### src/rtl/gpio_cfg_pkg.sv
// Configuration word layout for one GPIO pad control stage.
// Holds the word width, the bit index of every field and the power-on
// configuration (management owns the pad, output disabled, dm=3'b110).
package gpio_cfg_pkg;

   localparam int unsigned CFG_BITS = 13;

   // Field bit positions inside the configuration word
   localparam int unsigned DM_MSB      = 12;
   localparam int unsigned DM_LSB      = 10;
   localparam int unsigned VTRIP_SEL   = 9;
   localparam int unsigned SLOW_SEL    = 8;
   localparam int unsigned ANALOG_POL  = 7;
   localparam int unsigned ANALOG_SEL  = 6;
   localparam int unsigned ANALOG_EN   = 5;
   localparam int unsigned IB_MODE_SEL = 4;
   localparam int unsigned INP_DIS     = 3;
   localparam int unsigned HOLDOVER    = 2;
   localparam int unsigned OEB         = 1;
   localparam int unsigned MGMT_ENA    = 0;

   localparam logic [CFG_BITS-1:0] RESET_CFG = 13'h1803;

endpackage

### src/rtl/gpio_in_sync.sv
// Two-flop synchronizer for the asynchronous pad input.
// Ports:
//   clk   - destination clock
//   rst   - asynchronous active-high reset, clears both flops to 0
//   d     - asynchronous input
//   q     - synchronized output, two clock edges after d settles
module gpio_in_sync (
   input  logic clk,
   input  logic rst,
   input  logic d,
   output logic q
);

   logic s1_q, s1_d;
   logic s2_q, s2_d;

   always_comb begin
      s1_d = d;
      s2_d = s1_q;
   end

   always_ff @(posedge clk or posedge rst) begin
      if (rst) begin
         s1_q <= 1'b0;
         s2_q <= 1'b0;
      end else begin
         s1_q <= s1_d;
         s2_q <= s2_d;
      end
   end

   assign q = s2_q;

endmodule

### src/rtl/gpio_pad_ctrl.sv
// Per-pad GPIO control stage.
// Holds a configuration word loaded over a shared serial daisy-chain and
// committed by a load strobe, and muxes the pad drive between the management
// SoC and the user project.
// Ports:
//   serial_clock, reset                  - only clock, async active-high reset
//   serial_enable, serial_data_in        - shift one chain bit per enabled cycle
//   serial_load                          - commit strobe (wins over serial_enable)
//   serial_data_out                      - chain output, MSB of the shift register
//   cfg_err                              - sticky, last load had a wrong bit count
//   cfg_word                             - active configuration (debug)
//   mgmt_gpio_out/oeb, mgmt_gpio_in      - management side
//   user_gpio_out/oeb, user_gpio_in      - user side
//   pad_gpio_in                          - asynchronous pad input
//   pad_gpio_out/outenb/inp_dis/dm       - pad control outputs
module gpio_pad_ctrl
   import gpio_cfg_pkg::DM_MSB, gpio_cfg_pkg::DM_LSB, gpio_cfg_pkg::INP_DIS,
          gpio_cfg_pkg::OEB, gpio_cfg_pkg::MGMT_ENA;
#(
   parameter int unsigned          CFG_BITS  = gpio_cfg_pkg::CFG_BITS,
   parameter logic [CFG_BITS-1:0]  RESET_CFG = gpio_cfg_pkg::RESET_CFG
) (
   input  logic                serial_clock,
   input  logic                reset,
   input  logic                serial_enable,
   input  logic                serial_data_in,
   input  logic                serial_load,
   output logic                serial_data_out,
   output logic                cfg_err,
   output logic [CFG_BITS-1:0] cfg_word,
   input  logic                mgmt_gpio_out,
   input  logic                mgmt_gpio_oeb,
   output logic                mgmt_gpio_in,
   input  logic                user_gpio_out,
   input  logic                user_gpio_oeb,
   output logic                user_gpio_in,
   input  logic                pad_gpio_in,
   output logic                pad_gpio_out,
   output logic                pad_gpio_outenb,
   output logic                pad_gpio_inp_dis,
   output logic [2:0]          pad_gpio_dm
);

   // One spare bit above what CFG_BITS needs so an over-long burst saturates
   // well clear of the valid count.
   localparam int unsigned CntBits = $clog2(CFG_BITS + 1) + 1;
   localparam logic [CntBits-1:0] CntFull = CntBits'(CFG_BITS);

   logic [CFG_BITS-1:0] shreg_q, shreg_d;
   logic [CFG_BITS-1:0] cfg_q, cfg_d;
   logic [CntBits-1:0]  bit_cnt_q, bit_cnt_d;
   logic                cfg_err_q, cfg_err_d;
   logic                pad_in_sync;

   // Serial chain and commit logic
   always_comb begin
      shreg_d   = shreg_q;
      cfg_d     = cfg_q;
      bit_cnt_d = bit_cnt_q;
      cfg_err_d = cfg_err_q;
      if (serial_load) begin
         // Only a complete word is committed; a short or long burst is
         // dropped and flagged so the chain master can retry.
         bit_cnt_d = '0;
         if (bit_cnt_q == CntFull) begin
            cfg_d     = shreg_q;
            cfg_err_d = 1'b0;
         end else begin
            cfg_err_d = 1'b1;
         end
      end else if (serial_enable) begin
         shreg_d = {shreg_q[CFG_BITS-2:0], serial_data_in};
         if (bit_cnt_q != '1) begin
            bit_cnt_d = bit_cnt_q + CntBits'(1);
         end
      end
   end

   always_ff @(posedge serial_clock or posedge reset) begin
      if (reset) begin
         shreg_q   <= '0;
         cfg_q     <= RESET_CFG;
         bit_cnt_q <= '0;
         cfg_err_q <= 1'b0;
      end else begin
         shreg_q   <= shreg_d;
         cfg_q     <= cfg_d;
         bit_cnt_q <= bit_cnt_d;
         cfg_err_q <= cfg_err_d;
      end
   end

   gpio_in_sync u_in_sync (
      .clk (serial_clock),
      .rst (reset),
      .d   (pad_gpio_in),
      .q   (pad_in_sync)
   );

   // Pad mux, purely combinational from the active configuration
   always_comb begin
      if (cfg_q[MGMT_ENA]) begin
         pad_gpio_out    = mgmt_gpio_out;
         // Config oeb lets firmware force the pad to input regardless of SoC
         pad_gpio_outenb = cfg_q[OEB] | mgmt_gpio_oeb;
         user_gpio_in    = 1'b0;
      end else begin
         pad_gpio_out    = user_gpio_out;
         pad_gpio_outenb = user_gpio_oeb;
         user_gpio_in    = pad_gpio_in;
      end
      pad_gpio_inp_dis = cfg_q[INP_DIS];
      pad_gpio_dm      = cfg_q[DM_MSB:DM_LSB];
      // Gate after the synchronizer so disabling the input takes effect at once
      mgmt_gpio_in     = pad_in_sync & ~cfg_q[INP_DIS];
   end

   assign serial_data_out = shreg_q[CFG_BITS-1];
   assign cfg_err         = cfg_err_q;
   assign cfg_word        = cfg_q;

endmodule

### config.mk
export PLATFORM = sky130hd
export DESIGN_NAME = gpio_pad_ctrl
export DESIGN_NICKNAME = d
export VERILOG_FILES = /design/src/rtl/gpio_cfg_pkg.sv /design/src/rtl/gpio_in_sync.sv /design/src/rtl/gpio_pad_ctrl.sv
export SDC_FILE = /design/constraint.sdc
export NUM_CORES = 1
export LEC_CHECK = 0
export BUFFER_PORTS_ARGS = -buffer_cell sky130_fd_sc_hd__buf_2
export CAP_MARGIN = 25
export CELL_PAD_IN_SITES_DETAIL_PLACEMENT = 1
export CELL_PAD_IN_SITES_GLOBAL_PLACEMENT = 2
export CORE_UTILIZATION = 39
export CTS_BUF_LIST = sky130_fd_sc_hd__clkbuf_8 sky130_fd_sc_hd__clkbuf_16
export CTS_CLUSTER_DIAMETER = 120
export DETAILED_ROUTE_END_ITERATION = 16
export GPL_ROUTABILITY_DRIVEN = 0
export GPL_TIMING_DRIVEN = 1
export PLACE_DENSITY_LB_ADDON = 0.08
export RECOVER_POWER = 50
export REMOVE_ABC_BUFFERS = 1
export SLEW_MARGIN = 30
export SYNTH_ARGS = -nofsm -noshare
export SYNTH_HDL_FRONTEND = slang
export SYNTH_SLANG_ARGS = --single-unit
### constraint.sdc
create_clock -name serial_clock -period 4.1 [get_ports serial_clock]
set_input_delay 0.82 -clock serial_clock [delete_from_list [all_inputs] [get_ports serial_clock]]
set_output_delay 0.82 -clock serial_clock [all_outputs]
set_load 0.005 [all_outputs]
Word-level counts from Yosys, hierarchy flattened
Index checks and enable logic that the tools add are counted.
{"block": "classes", "addsub": 1, "n_mul": 0, "n_div": 0, "n_lt_le_gt_ge": 0, "eq_ne": 2, "shift": 0, "mux": 7, "n_bitwise": 4, "n_reduce_logical": 5}
{"cell": "two-way mux 5 bit", "count": 3}
{"cell": "AND reduction 2 bit", "count": 3}
{"cell": "adder 5 x 1 -> 5 bit, second input constant", "count": 1}
{"cell": "equality test 5 x 4 -> 1 bit, second input constant", "count": 1}
{"cell": "inequality test 5 bit, second input constant", "count": 1}
{"cell": "two-way mux 1 bit", "count": 4}
{"cell": "nonzero test 2 bit", "count": 2}
{"cell": "NOT 1 bit", "count": 2}
{"cell": "AND 1 bit", "count": 1}
{"cell": "bitwise OR 1 bit", "count": 1}
{"block": "word_totals", "regBits": 34, "latch_bits": 0, "ram_bits": 0, "mem_bits_ro": 0, "memories": 0}

Longest topological paths before layout
{"block": "logic_depth", "ltp_word": 4, "mapped_depth": 6, "mapped_depth_nobuf": 6}

Hierarchy
Synthesis repeated with hierarchy kept, for this count alone.
{"block": "hier_totals", "hier_cells": 98, "area_unflattened_um2": 1487.7}
{"mod": "gpio_pad_ctrl", "instances": 1, "cells_each": 95, "area_each_um2": 1433.9, "seq_area_each_um2": 805.8}
{"mod": "gpio_in_sync", "instances": 1, "cells_each": 3, "area_each_um2": 53.8, "seq_area_each_um2": 50.0}

Worst setup path before layout
OpenSTA, ideal clock, no wires.
{"block": "synth_timing", "kind": "input-to-output", "from": "input mgmt_gpio_out", "to": "output pad_gpio_out", "t_arrival_ns": 1.075, "required_ns": 3.280, "slack_ns": 2.205, "path_stages": 1, "n_path_buf": 0, "path_cell_list": "mux2_2"}
{"block": "synth_between", "elab_chain_len": 1}
{"element": "start: declaration", "line": "gpio_pad_ctrl.sv:31", "text": "input logic mgmt_gpio_out,"}
{"element": "two-way mux 1 bit", "line": "gpio_pad_ctrl.sv:102", "text": "if (cfg_q[MGMT_ENA]) begin"}
{"element": "end: declaration", "line": "gpio_pad_ctrl.sv:38", "text": "output logic pad_gpio_out,"}
Every way passes these cells.

==> summary.txt <==
Power and ir drop
  • Worst vdd ir: 0.217 mV
  • P_int: 581 µW
  • Clock share of power: 31.4%
  • Lkg Pwr: 0.878 nW
  • Flop pwr share: 57.0%
  • Sw Share: 23.7%
  • Pwr/cell area: 442 nW/µm²
  • Sw Pwr: 181 µW
  • Gate power share: 11.6%

Final layout
  • Antenna cells: 0
  • Most frequent cells in the layout: dfrtp_1 (30), buf_2 (30), mux2_2 (19)
  • Nets: 144
  • Layout cells sized above 1: 54.5%
  • Area grow syn2layout: 15.5%
  • Fillers: 394

Timing
  • Max-slew violations: 35
  • Setup TNS: 0 ns
  • Number of setup violations in the final report: 0
  • Skew final: 0.00701 ns
  • Hold Worst Slack: 0.356 ns
  • RSZ-0062 raised after global routing: no
  • Crit path time final: 2.21 ns
  • Slew @ Worst Pin: 1.79 ns
  • F_max: 453 MHz
  • Fin. Hold Viols: 0
  • Relative slew slack: -19.3%
  • Final period util: 53.9%

Synthesis
  • Yosys cell types: 23
  • Avg Inst Size Synth: 15.2 µm²
  • Synthesized cell area: 1490 µm²
  • Synth warn: 0
  • Seq/Total Area, Yosys: 57.3%
  • Post-Syn Instances: 98
  • Yosys reg bits: 34

Setup path
  • CP Capture Type: asynchronous set/reset pin
  • Setup slack, reg-to-reg: 2.28 ns
  • Worst path arrival time: 2.25 ns
  • Reg-to-reg endpoint: bit_cnt_q[3]
  • Slowest cell on crit path: clkbuf_1
  • FF-to-FF Start: bit_cnt_q[0]
  • CP max FO: 34
  • CP Class: in2async
  • R2R cell count: 6
  • Required @ worst endpoint: 4.14 ns
  • Worst-path cell chain: buf_2 -> inv_1 -> clkbuf_1
  • Worst path max stage delay: 1.28 ns
  • Worst setup SP type: input pin

Min path
  • Hold endpoint: u_in_sync.q
  • Hold crit path type: reg2reg
  • Hold path start: u_in_sync.s1_q
  • WHS Path Cells: 0

CTS
  • Post-CTS Setup Bufs: 0
  • Clk root buf: clkbuf_8
  • # clock sinks: 34
  • CTS tree: built
  • Clock-pin transition on the worst setup and hold timing paths: 0.06 ns
  • PostCTS Resize Cnt: 0
  • H-tree depth: 2
  • Num CTS Buffers: 5
  • Worst-Skew Late Latency: 0.27 ns
  • Max clock buf depth: 2
  • Cts hold-fix bufs: 0

Drt
  • DRT iter0 DRCs: 11
  • Post-route ant nets: 0
  • Drt total wl: 2.38 mm
  • DR WL/cell: 13.2 µm
  • Number of vias in the routed layout: 844
  • Via/cell ratio: 4.69
  • Pre-antenna DRT Iters: 2
  • DRC violations left: 0

Floorplan
  • Row count: 22
  • Core Region: 3660 µm²
  • Starting Density: 40.8%
  • DIE HEIGHT: 63.9 µm
  • IO Count: 33
  • Die X: 63.9 µm
  • Die area: 4080 µm²

Place
  • PortBufs: 32
  • HPWL after detailed placement: 1.64 mm

GRT
  • Vias in the first global route: 897
  • Most Crowded Layer GR: met2
  • Grt ovf: 0
  • Met2 Use GR: 21.5%
  • M1 GR Usage: 17.9%
  • First-pass GRT wire length: 4.28 mm
  • Initial antenna violation count: 0
  • GRT Total Usage: 13.9%
  • Largest net degree at the start of global routing: 35
  • Met3 Resource Use GR: 6.25%

Outcome
  • Status: finished with violations
  • Violated checks: max-capacitance violations, max-slew violations

Flow run
  • Max-cap check violation count: 1
==> cells by family after synthesis <==
group / count (synthesis) / synth area share, %
flip-flops: 34 / 57.3
multiplexers: 29 / 24.1
AND/OR/NAND/NOR: 19 / 8.72
buffers and inverters: 9 / 5.36
adder cells (fa/ha/maj): 3 / 2.51
AO/OA/AOI/OAI: 2 / 0.838
XOR/XNOR: 2 / 1.17
==> critical path, delay by kind of cell <==
kind | cells | cell delay [ns]
buf+inv | 3 | 1.41
==> registers in the layout, indices dropped and copies added, names as in the netlist <==
register / flops
u_in_sync.q: 1
cfg_err: 1
cfg_word: 13
shreg_q: 13
bit_cnt_q: 5
u_in_sync.s1_q: 1
==> cells in the mapped netlist (all sizes together) <==
library cell	number	area share (%)
a21oi	1	0.33
nand3b	1	0.50
ha	3	2.5
dfrtp	30	50
xnor2	1	0.59
xor2	1	0.59
nand4	2	1.8
mux2	28	23
and2b	2	1.2
nor2b	2	0.84
and3	1	0.42
inv	2	0.50
buf	7	4.9
nand2b	1	0.92
nor2	10	3.0
a211oi	1	0.50
dfstp	4	7.0
mux2i	1	0.67
==> worst max-delay path by stage <==
stage	startpoint	end	slack [ns]	cells after the start
finish	reset	cfg_word[8]	1.89	3
global route	reset	shreg_q[9]	1.47	3
CTS	cfg_word[0]	pad_gpio_out	1.95	2
detailed placement	mgmt_gpio_out	pad_gpio_out	1.99	3
global placement	mgmt_gpio_out	pad_gpio_out	2.00	3
floorplan	mgmt_gpio_out	pad_gpio_out	2.21	1
==> metrics by stage <==
stage | cell area, µm² | power (mW) | cells | util (%) | setup slack [ns]
2_1_floorplan | 1420 | 0.496 | 91 | - | 2.21
3_3_place_gp | 1650 | 0.527 | 172 | 45.0 | 2.00
3_5_place_dp | 1650 | 0.534 | 172 | 45.0 | 1.99
4_1_cts | 1740 | 0.781 | 180 | 47.5 | 1.95
5_1_grt | 1720 | 0.810 | 180 | 47.1 | 1.47
6_report | 1720 | 0.762 | 180 | 47.1 | 1.89
==> cell type report <==
type                    instances  area [µm²]  share of cell area (%)
clock buffers                   6        82.6                    4.79
clock inverters                 2        7.51                   0.435
inverters                       2        7.51                   0.435
multi-input cells              55         549                    31.9
flip-flops and latches         34         856                    49.6
well taps                      48        60.1                    3.48
repair buffers                 33         161                    9.36
==> power groups by stage <==
stage | Combinational, mW | Clock [mW] | Sequential [mW]
2_1_floorplan | 0.0687 | 0 | 0.428
3_3_place_gp | 0.0880 | 0 | 0.439
3_5_place_dp | 0.0914 | 0 | 0.443
4_1_cts | 0.0925 | 0.253 | 0.436
5_1_grt | 0.100 | 0.266 | 0.444
6_report | 0.0883 | 0.239 | 0.434
==> per-layer routing <==
layer / vias up / share of wire (%)
li1: 395 / -
met1: 424 / 46
met2: 23 / 48
met3: 2 / 5.8
met4: 0 / 0.50
met5: - / 0
No activity file was read; power rests on OpenSTA's default activity.
